File: src/rtl/uart_tx_arbiter_pkg.sv
// Shared types and helpers for the UART transmit-port arbiter.
package uart_arb_pkg;

    localparam int BYTE_W   = 8;
    localparam int MAX_NREQ = 8;

    typedef enum logic [1:0] {IDLE, SEND, ACK, HOLD} arb_state_t;

    function automatic logic [MAX_NREQ-1:0] onehot(input int unsigned idx);
        return MAX_NREQ'(1) << idx;
    endfunction

endpackage

File: src/rtl/uart_tx_arbiter_if.sv
// Requester-side handshake bundle: one valid/data/last lane per requester plus ready and grant back.
interface uart_tx_arbiter_if
    import uart_arb_pkg::*;
#(
    parameter int NREQ = 4
);

    logic [NREQ-1:0]        req_valid;
    logic [NREQ*BYTE_W-1:0] req_data;
    logic [NREQ-1:0]        req_last;
    logic [NREQ-1:0]        req_ready;
    logic [NREQ-1:0]        grant;

    modport master (
        output req_valid, req_data, req_last,
        input  req_ready, grant
    );

    modport slave (
        input  req_valid, req_data, req_last,
        output req_ready, grant
    );

endinterface

File: src/rtl/uart_tx_arbiter_rr_pick.sv
// Combinational round-robin finder: first set request scanning upward from last_idx+1 with wrap.
module rr_pick #(
    parameter  int NREQ  = 4,
    localparam int IDX_W = $clog2(NREQ)
) (
    input  logic [NREQ-1:0]  req,
    input  logic [IDX_W-1:0] last_idx,
    output logic             found,
    output logic [IDX_W-1:0] winner
);

    function automatic logic [IDX_W-1:0] wrap_idx(input logic [IDX_W-1:0] base, input int step);
        return IDX_W'((int'(base) + step) % NREQ);
    endfunction

    // Scan from the farthest offset down so the nearest requester after last_idx is the final write.
    always_comb begin
        found  = 1'b0;
        winner = '0;
        for (int k = NREQ; k >= 1; k--) begin
            if (req[wrap_idx(last_idx, k)]) begin
                found  = 1'b1;
                winner = wrap_idx(last_idx, k);
            end
        end
    end

endmodule

File: src/rtl/uart_tx_arbiter.sv
// Packet-granular round-robin arbiter sharing one UART byte port among NREQ requesters.
// Define UART_ARB_TMO_EN to add the ACK timeout counter and sticky tmo_err flag.
module uart_tx_arbiter
    import uart_arb_pkg::*;
#(
    parameter int NREQ    = 4,
    parameter int TMO_CYC = 1024
) (
    input  logic              hwclk,
    input  logic              reset,
    uart_tx_arbiter_if.slave  req,
    output logic [BYTE_W-1:0] txdata,
    output logic              txclk,
    input  logic              txready,
    output logic              busy,
    output logic              tmo_err
);

    localparam int IDX_W = $clog2(NREQ);

    if (NREQ < 2 || NREQ > MAX_NREQ || TMO_CYC < 1) begin : g_param_check
        $error("uart_tx_arbiter: NREQ must be 2..8 and TMO_CYC at least 1");
    end

    arb_state_t        state_q, state_d;
    logic [BYTE_W-1:0] data_q, data_d;
    logic [NREQ-1:0]   grant_q, grant_d;
    logic [NREQ-1:0]   ready_q, ready_d;
    logic [IDX_W-1:0]  last_q, last_d;
    logic              locked_q, locked_d;
    logic              strobe;
    logic              tmo_hit;

    logic              found;
    logic [IDX_W-1:0]  win_idx;
    logic [NREQ-1:0]   win_oh;
    logic [BYTE_W-1:0] req_byte [NREQ];

    always_comb begin
        for (int i = 0; i < NREQ; i++) begin
            req_byte[i] = req.req_data[i*BYTE_W +: BYTE_W];
        end
    end

    rr_pick #(.NREQ(NREQ)) u_pick (
        .req      (req.req_valid),
        .last_idx (last_q),
        .found    (found),
        .winner   (win_idx)
    );

    assign win_oh = NREQ'(onehot(32'(win_idx)));

`ifdef UART_ARB_TMO_EN
    localparam int CNT_W = $clog2(TMO_CYC + 1);

    logic [CNT_W-1:0] cnt_q;
    logic             tmo_q;

    // The counter restarts every time ACK is entered, so it measures only the current wait.
    assign tmo_hit = (state_q == ACK) && txready && (cnt_q == CNT_W'(TMO_CYC - 1));

    always_ff @(posedge hwclk) begin
        if (reset) begin
            cnt_q <= '0;
            tmo_q <= 1'b0;
        end else begin
            if (state_q != ACK) begin
                cnt_q <= '0;
            end else if (!tmo_hit) begin
                cnt_q <= cnt_q + 1'b1;
            end
            if (tmo_hit) begin
                tmo_q <= 1'b1;
            end
        end
    end

    assign tmo_err = tmo_q;
`else
    assign tmo_hit = 1'b0;
    assign tmo_err = 1'b0;
`endif

    always_comb begin
        // NOTE: every combinational output gets a default first, so no path can infer a latch.
        state_d  = state_q;
        data_d   = data_q;
        grant_d  = grant_q;
        ready_d  = '0;
        last_d   = last_q;
        locked_d = locked_q;
        strobe   = 1'b0;
        case (state_q)
            IDLE: begin
                if (found) begin
                    data_d   = req_byte[win_idx];
                    ready_d  = win_oh;
                    grant_d  = win_oh;
                    last_d   = win_idx;
                    locked_d = ~req.req_last[win_idx];
                    state_d  = SEND;
                end
            end
            SEND: begin
                if (txready) begin
                    strobe  = 1'b1;
                    state_d = ACK;
                end
            end
            ACK: begin
                if (!txready || tmo_hit) begin
                    if (locked_q) begin
                        state_d = HOLD;
                    end else begin
                        state_d = IDLE;
                        grant_d = '0;
                    end
                end
            end
            HOLD: begin
                // Only the owner is looked at; the grant register already holds its one-hot.
                if (req.req_valid[last_q]) begin
                    data_d   = req_byte[last_q];
                    ready_d  = grant_q;
                    locked_d = ~req.req_last[last_q];
                    state_d  = SEND;
                end
            end
            default: state_d = IDLE;
        endcase
    end

    always_ff @(posedge hwclk) begin
        // NOTE: state is updated with non-blocking assignments so every register sees pre-edge values.
        if (reset) begin
            state_q  <= IDLE;
            data_q   <= '0;
            grant_q  <= '0;
            ready_q  <= '0;
            last_q   <= IDX_W'(NREQ - 1);
            locked_q <= 1'b0;
        end else begin
            state_q  <= state_d;
            data_q   <= data_d;
            grant_q  <= grant_d;
            ready_q  <= ready_d;
            last_q   <= last_d;
            locked_q <= locked_d;
        end
    end

    // The strobe fires in the first SEND cycle that sees txready; a pending reset suppresses it.
    assign txclk         = strobe & ~reset;
    assign txdata        = data_q;
    assign busy          = (state_q != IDLE);
    assign req.req_ready = ready_q;
    assign req.grant     = grant_q;

endmodule

File: src/flat_wrapper.sv
// flat-port wrapper written by rule: the top's interface ports become plain ports
module uart_tx_arbiter_flat import uart_arb_pkg::*;
#(
    parameter int NREQ    = 4,
    parameter int TMO_CYC = 1024
)
  (hwclk, reset, txdata, txclk, txready, busy, tmo_err, req_req_valid, req_req_data, req_req_last, req_req_ready, req_grant);
  uart_tx_arbiter_if #(.NREQ(NREQ)) req_i ();
  input  logic hwclk;
  input  logic reset;
  output logic [BYTE_W-1:0] txdata;
  output logic txclk;
  input  logic txready;
  output logic busy;
  output logic tmo_err;
  input wire logic [$bits(req_i.req_valid)-1:0] req_req_valid;
  input wire logic [$bits(req_i.req_data)-1:0] req_req_data;
  input wire logic [$bits(req_i.req_last)-1:0] req_req_last;
  output wire logic [$bits(req_i.req_ready)-1:0] req_req_ready;
  output wire logic [$bits(req_i.grant)-1:0] req_grant;
  assign req_i.req_valid = req_req_valid;
  assign req_i.req_data = req_req_data;
  assign req_i.req_last = req_req_last;
  assign req_req_ready = req_i.req_ready;
  assign req_grant = req_i.grant;
  uart_tx_arbiter #(.NREQ(NREQ), .TMO_CYC(TMO_CYC)) u_core (.hwclk(hwclk), .reset(reset), .req(req_i), .txdata(txdata), .txclk(txclk), .txready(txready), .busy(busy), .tmo_err(tmo_err));
endmodule
File: config.mk
export PLATFORM = sky130hd
export DESIGN_NAME = uart_tx_arbiter_flat
export DESIGN_NICKNAME = d
export VERILOG_FILES = /design/src/rtl/uart_tx_arbiter_pkg.sv /design/src/rtl/uart_tx_arbiter_if.sv /design/src/rtl/uart_tx_arbiter_rr_pick.sv /design/src/rtl/uart_tx_arbiter.sv /design/src/flat_wrapper.sv
export SDC_FILE = /design/constraint.sdc
export NUM_CORES = 1
export LEC_CHECK = 0
export CORE_AREA = 2 2 65 67
export DETAILED_ROUTE_END_ITERATION = 6
export DIE_AREA = 0 0 67 69
export HOLD_SLACK_MARGIN = 0.12
export PLACE_DENSITY = 0.88
export RECOVER_POWER = 25
export SYNTH_ARGS = -nofsm -noshare
export SYNTH_HDL_FRONTEND = slang
export SYNTH_SLANG_ARGS = --single-unit
export TNS_END_PERCENT = 10
File: constraint.sdc
create_clock -name hwclk -period 4.4 [get_ports hwclk]
set_clock_uncertainty 0.05 [all_clocks]
set_input_delay 1.32 -clock hwclk [delete_from_list [all_inputs] [get_ports hwclk]]
set_output_delay 1.32 -clock hwclk [all_outputs]
set_load 0.1 [all_outputs]
==> flow_metrics.env, run 1 <==
export IMPL_synth_nets=234
export IMPL_status="finished, final reports clean"
export IMPL_use_met3_pct=5.38
export IMPL_root_buffer="clkbuf_8"
export IMPL_die_area_mm2=0.00462
export IMPL_vias=1763
export IMPL_ir_worst_vdd_uv=362
export IMPL_drc_errors=0
export IMPL_power_density_mw_per_mm2=605
export IMPL_holdBufCountCts=0
export IMPL_fp_coreArea_mm2=0.00391
export IMPL_synth_cells=187
export IMPL_synth_ff_type="dfxtp_1"
export IMPL_p_leak_nw=0.845
export IMPL_yosysUniqueCellTypes=50
export IMPL_synth_edf_count=0
export IMPL_post_synth_top_area_cell="dfxtp_1"
export IMPL_die_w_um=67
export IMPL_cts_max_path_buffers=2
export IMPL_wl_um=4770
export IMPL_grt_pass1_wl_um=8010
export IMPL_r2r_end="u_core.txdata[0]"
export IMPL_hold_viol=0
export IMPL_tightestPinTransition_ns=1.17
export IMPL_crit_cells=4
export IMPL_h_tree_depth=1
export IMPL_dieHeight_um=69
export IMPL_relSlewSlack_pct=22.6
export IMPL_crit_fanout=3
export IMPL_grt_antenna_before_repair=0
export IMPL_use_met1_pct=28.6
export IMPL_synth_area_leaders="dfxtp_1 24%, mux4_2 13%, and4_1 7.1%"
export IMPL_p_int_mw=0.632
export IMPL_synth_seq_cells=21
export IMPL_grt_busiest_layer="met2"
export IMPL_reg2reg_depth=5
export IMPL_rsz0062_at_grt="false"
export IMPL_grt_met2_usage_pct=33.3
export IMPL_grt_start_max_net_pins=19
export IMPL_tns_ns=0
export IMPL_crit_start="txready"
export IMPL_cts_resized=0
export IMPL_start_kind="input pin"
export IMPL_wire_per_inst_um=16.5
export IMPL_period_share_pct=83.8
export IMPL_rr_startpoint="u_core.last_q[0]"
export IMPL_rows=23
export IMPL_setup_viol=0
export IMPL_path_cells="clkdlybuf4s50_1, nand2_1, nor2_1, buf_12"
export IMPL_async_reset_ff_share_pct=0
export IMPL_worstPathRequired_ns=3.03
export IMPL_cts_setup_buffers=0
export IMPL_crit_path_top_delay_cell="clkdlybuf4s50_1"
export IMPL_final_max_slew_violation_count=0
export IMPL_register_area_um2=420
export IMPL_period_needed_ns=3.69
export IMPL_synthXorXnorAreaFrac_pct=0
export IMPL_muxShareOfSynthArea_pct=13.6
export IMPL_dr_pass1_iters=4
export IMPL_setup_ws_ns=0.715
export IMPL_synth_compound_area_share_pct=29.7
export IMPL_clock_sinks=21
export IMPL_p_switching_mw=0.799
export IMPL_synthAdderAreaFrac_pct=2.90
export IMPL_critPathCaptureType="output pin"
export IMPL_netlist_area_mm2=0.00172
export IMPL_via_per_inst=6.08
export IMPL_fin_util_pct=60.5
export IMPL_hp_class="reg -> reg"
export IMPL_cts_tree="built"
export IMPL_arrival_ns=2.32
export IMPL_clkLatencyLatePin_ns=0.26
export IMPL_multi_input_area_mm2=0.00119
export IMPL_reg2reg_slack_ns=1.74
export IMPL_fin_nets=288
export IMPL_synth_commonest_cells="21 x dfxtp_1, 19 x nand2_1, 16 x a211oi_1, 14 x and4_1, 10 x mux4_2"
export IMPL_area_growth_synth_to_final_pct=37.2
export IMPL_pwr_share_comb_pct=68.1
export IMPL_grt_pass1_vias=1788
export IMPL_drive_above_1_share_pct=11.3
export IMPL_critical_path_top_delay_family="buffers and inverters"
export IMPL_yosysWarnings=0
export IMPL_place_hpwl_um=3400
export IMPL_io_pins=62
export IMPL_crit_buf_inv=2
export IMPL_place_gp_congestion=0.813
export IMPL_seq_area_frac_synth_pct=24.4
export IMPL_syn_area_per_cell_um2=9.22
export IMPL_fillers=364
export IMPL_clockPowerShare_pct=8.9
export IMPL_dp_slack_ns=0.699
export IMPL_io_buffer_count=60
export IMPL_p_sw_share_pct=55.8
export IMPL_yosysMostFrequentCell="dfxtp_1"
export IMPL_grt_usage_pct=21.5
export IMPL_clk_pin_slew_ns=0.08
export IMPL_overflow=0
export IMPL_diodes=0
export IMPL_max_freq_ghz=0.271
export IMPL_endpoint="txclk"
export IMPL_pwr_share_seq_pct=22.9
export IMPL_cts_buffers=3
export IMPL_synth_top_area_share_pct=24.4
export IMPL_slowest_delay_ns=0.55
export IMPL_drt_iter0_drc=121
export IMPL_synth_top_family_by_area="compound AO/OA/AOI/OAI gates"
export IMPL_crit_type="in -> out"
export IMPL_start_util_pct=44.1
export IMPL_drv_cap=0
export IMPL_yosys_area_share_simple_pct=23.3
export IMPL_drtAntennaViolNets=0
## registers in the layout, summed over array words and instances, names as in the netlist
name                  cells
u_core.txdata             8
u_core.req.grant          4
u_core.req.req_ready      4
u_core.last_q             2
u_core.state_q            2
u_core.locked_q           1
## power by group through the flow
| stage | clock [mW] | combinational [mW] | sequential (mW) |
|---|---|---|---|
| 2_1_floorplan | 0 | 0.464 | 0.621 |
| 3_3_place_gp | 0 | 0.964 | 0.331 |
| 3_5_place_dp | 0 | 0.976 | 0.331 |
| 4_1_cts | 0.132 | 0.979 | 0.328 |
| 5_1_grt | 0.146 | 1.02 | 0.342 |
| 6_report | 0.128 | 0.975 | 0.328 |
## cell families (layout without fill, tap and decap cells)
family | count (synthesis) | count (layout)
simple gates | 68 | 68
other cells | 1 | 1
fa+ha+maj | 4 | 4
mux | 11 | 11
compound gates | 62 | 62
flops | 21 | 21
buf+inv | 20 | 73
## how the worst min path moves through the flow
stage,startpoint,to,slack (ns),cells after the start
2_1_floorplan,u_core.locked_q,u_core.locked_q,0.37,2
3_3_place_gp,u_core.txdata[4],u_core.txdata[4],0.39,2
3_5_place_dp,u_core.txdata[0],u_core.txdata[0],0.39,2
4_1_cts,u_core.txdata[2],u_core.txdata[2],0.42,2
5_1_grt,u_core.txdata[7],u_core.txdata[7],0.44,2
6_report,u_core.txdata[2],u_core.txdata[2],0.42,2
## per-stage QoR
step / hold WS [ns] / std cells / power [mW] / cell area (um2)
after global routing: 0.443 / 290 / 1.51 / 2370
after CTS: 0.421 / 290 / 1.44 / 2380
final: 0.420 / 290 / 1.43 / 2370
after global placement: 0.385 / 286 / 1.30 / 2340
after floorplan: 0.375 / 187 / 1.08 / 1720
after detailed placement: 0.394 / 286 / 1.31 / 2340
## layer usage
layer / up-vias / share of wire (%)
met5: - / 0
met4: 0 / 0.59
met3: 4 / 8.2
met2: 84 / 48
met1: 832 / 44
li1: 843 / -
## final cells by class
| cell class | instances | area share, % |
|---|---|---|
| Multi-Input combinational cell | 146 | 50.2 |
| Timing Repair Buffer | 63 | 26.5 |
| Sequential cell | 21 | 17.8 |
| Tap cell | 50 | 2.64 |
| Clock buffer | 3 | 1.75 |
| Inverter | 6 | 0.952 |
| Clock inverter | 1 | 0.212 |
## cell usage in the layout, fill, tap and decap left out, drive strengths merged, types with 2 or more instances in the layout
cell type | netlist | routed
a211oi | 17 | 17
a21boi | 8 | 8
a21o | 2 | 2
a21oi | 8 | 8
a22oi | 3 | 3
a2bb2oi | 2 | 2
and4 | 14 | 14
buf | 9 | 4
clkbuf | 5 | 4
clkdlybuf4s50 | 0 | 55
dfxtp | 21 | 21
dlygate4sd3 | 0 | 3
ha | 4 | 4
inv | 6 | 6
mux4 | 10 | 10
nand2 | 20 | 20
nand2b | 4 | 4
nand3 | 2 | 2
nand4 | 2 | 2
nor2 | 9 | 9
nor2b | 2 | 2
nor3 | 6 | 6
o2111ai | 2 | 2
o21a | 2 | 2
o21ai | 2 | 2
o31a | 2 | 2
o31ai | 3 | 3
o41ai | 8 | 8
or2 | 3 | 3
or3 | 2 | 2
## worst register-to-register path: cells and delay by family, from the launching register on
kind,cells,cell delay (ns)
and+or+nand+nor,2,0.40
muxes,1,0.75
AOI/OAI and AO/OA,2,0.50
DFF,1,0.85
No activity file was read; power rests on OpenSTA's default activity.
==> run 2, diff against run 1 <==
- clock period: 4.4 -> 3.9 ns (I/O delays scaled with it)
==> flow_metrics.env, run 2 (same netlist as run 1, synthesis figures left out) <==
export IMPL_power_density_mw_per_mm2=683
export IMPL_pwr_share_seq_pct=22.0
export IMPL_drv_cap=0
export IMPL_rows=23
export IMPL_rr_startpoint="u_core.last_q[1]"
export IMPL_drive_above_1_share_pct=14.5
export IMPL_grt_start_max_net_pins=19
export IMPL_tns_ns=0
export IMPL_area_growth_synth_to_final_pct=35.1
export IMPL_drtAntennaViolNets=0
export IMPL_grt_pass1_vias=1716
export IMPL_h_tree_depth=1
export IMPL_cts_resized=0
export IMPL_wl_um=4800
export IMPL_p_leak_nw=0.837
export IMPL_root_buffer="clkbuf_8"
export IMPL_period_share_pct=87.3
export IMPL_period_needed_ns=3.40
export IMPL_status="finished, final reports clean"
export IMPL_final_cell_mix="46 x clkdlybuf4s50_1, 21 x dfxtp_1, 19 x nand2_1"
export IMPL_p_int_mw=0.680
export IMPL_cts_buffers=3
export IMPL_reg2reg_slack_ns=1.44
export IMPL_clock_sinks=21
export IMPL_start_kind="input pin"
export IMPL_start_util_pct=44.1
export IMPL_r2r_end="u_core.txdata[2]"
export IMPL_crit_fanout=3
export IMPL_pwr_share_comb_pct=68.5
export IMPL_overflow=0
export IMPL_final_max_slew_violation_count=0
export IMPL_drt_iter0_drc=111
export IMPL_grt_pass1_wl_um=8070
export IMPL_p_switching_mw=0.911
export IMPL_cts_tree="built"
export IMPL_die_area_mm2=0.00462
export IMPL_place_hpwl_um=3550
export IMPL_relSlewSlack_pct=21.7
export IMPL_place_gp_congestion=0.871
export IMPL_p_sw_share_pct=57.3
export IMPL_clkLatencyLatePin_ns=0.27
export IMPL_power_mw=1.59
export IMPL_clockPowerShare_pct=9.5
export IMPL_hp_class="reg -> reg"
export IMPL_holdBufCountCts=0
export IMPL_arrival_ns=2.18
export IMPL_hold_path_end="u_core.txdata[2]"
export IMPL_wire_per_inst_um=16.5
export IMPL_cts_max_path_buffers=2
export IMPL_io_pins=62
export IMPL_dieHeight_um=69
export IMPL_setup_viol=0
export IMPL_tightestPinTransition_ns=1.18
export IMPL_critPathCaptureType="output pin"
export IMPL_drc_errors=0
export IMPL_crit_type="in -> out"
export IMPL_worstPathRequired_ns=2.68
export IMPL_cts_setup_buffers=0
export IMPL_hold_viol=0
export IMPL_vias=1730
export IMPL_reg2reg_depth=5
export IMPL_via_per_inst=5.95
export IMPL_final_common_cell="clkdlybuf4s50_1"
export IMPL_rsz0062_at_grt="false"
export IMPL_grt_antenna_before_repair=0
export IMPL_largest_reg_flops=8
export IMPL_diodes=0
export IMPL_clk_pin_slew_ns=0.08
export IMPL_io_buffer_count=60
export IMPL_dr_pass1_iters=4
export IMPL_max_freq_ghz=0.294
export IMPL_holdCritStartpoint="u_core.txdata[2]"
export IMPL_die_w_um=67
export IMPL_ir_worst_vdd_uv=383
export IMPL_grt_usage_pct=22.0
export IMPL_fp_coreArea_mm2=0.00391
export IMPL_hold_path_depth=2
export IMPL_fin_nets=289
run 2: layer usage:
layer	global-route usage [%]	vias to the layer above	part of all wire, %
met5	0	-	0
met4	6.80	0	0.98
met3	3.75	7	4.9
met2	35.1	61	49
met1	29.8	819	45
li1	-	843	-
run 2: final cells by class:
class / instances / area (um2)
sequential: 21 / 420
clock buffer: 3 / 41.3
tap: 50 / 62.6
fill: 370 / 1590
timing repair buffer: 64 / 574
clock inverter: 1 / 5.00
inverter: 6 / 22.5
multi-input combinational: 146 / 1200
run 2: stage by stage:
step	instances	worst slack [ns]	hold slack (ns)	cell area, um2	util (%)
global placement	287	0.510	0.397	2320	59.2
CTS	291	0.481	0.424	2360	60.4
finish	291	0.497	0.418	2330	59.5
global route	291	0.455	0.436	2330	59.5
floorplan	187	0.0472	0.375	1720	-
detailed placement	287	0.486	0.401	2320	59.2
run 2: worst max-delay path by stage:
stage | startpoint | endpoint | slack, ns | cells past startpoint
floorplan | reset | txclk | 0.05 | 2
global placement | txready | txclk | 0.51 | 4
detailed placement | txready | txclk | 0.49 | 4
CTS | txready | txclk | 0.48 | 4
global route | txready | txclk | 0.46 | 4
finish | txready | txclk | 0.50 | 4
run 2: critical path, stage by stage:
cell,delay [ns]
clkdlybuf4s50_1,0.56
nand2_1,0.08
nor2_1,0.17
buf_12,0.20
run 2: power groups by stage:
stage | Combinational [mW] | Sequential, mW | Clock (mW)
floorplan | 0.523 | 0.700 | 0
global placement | 1.10 | 0.352 | 0
detailed placement | 1.12 | 0.354 | 0
CTS | 1.12 | 0.350 | 0.151
global route | 1.15 | 0.359 | 0.160
finish | 1.09 | 0.351 | 0.150
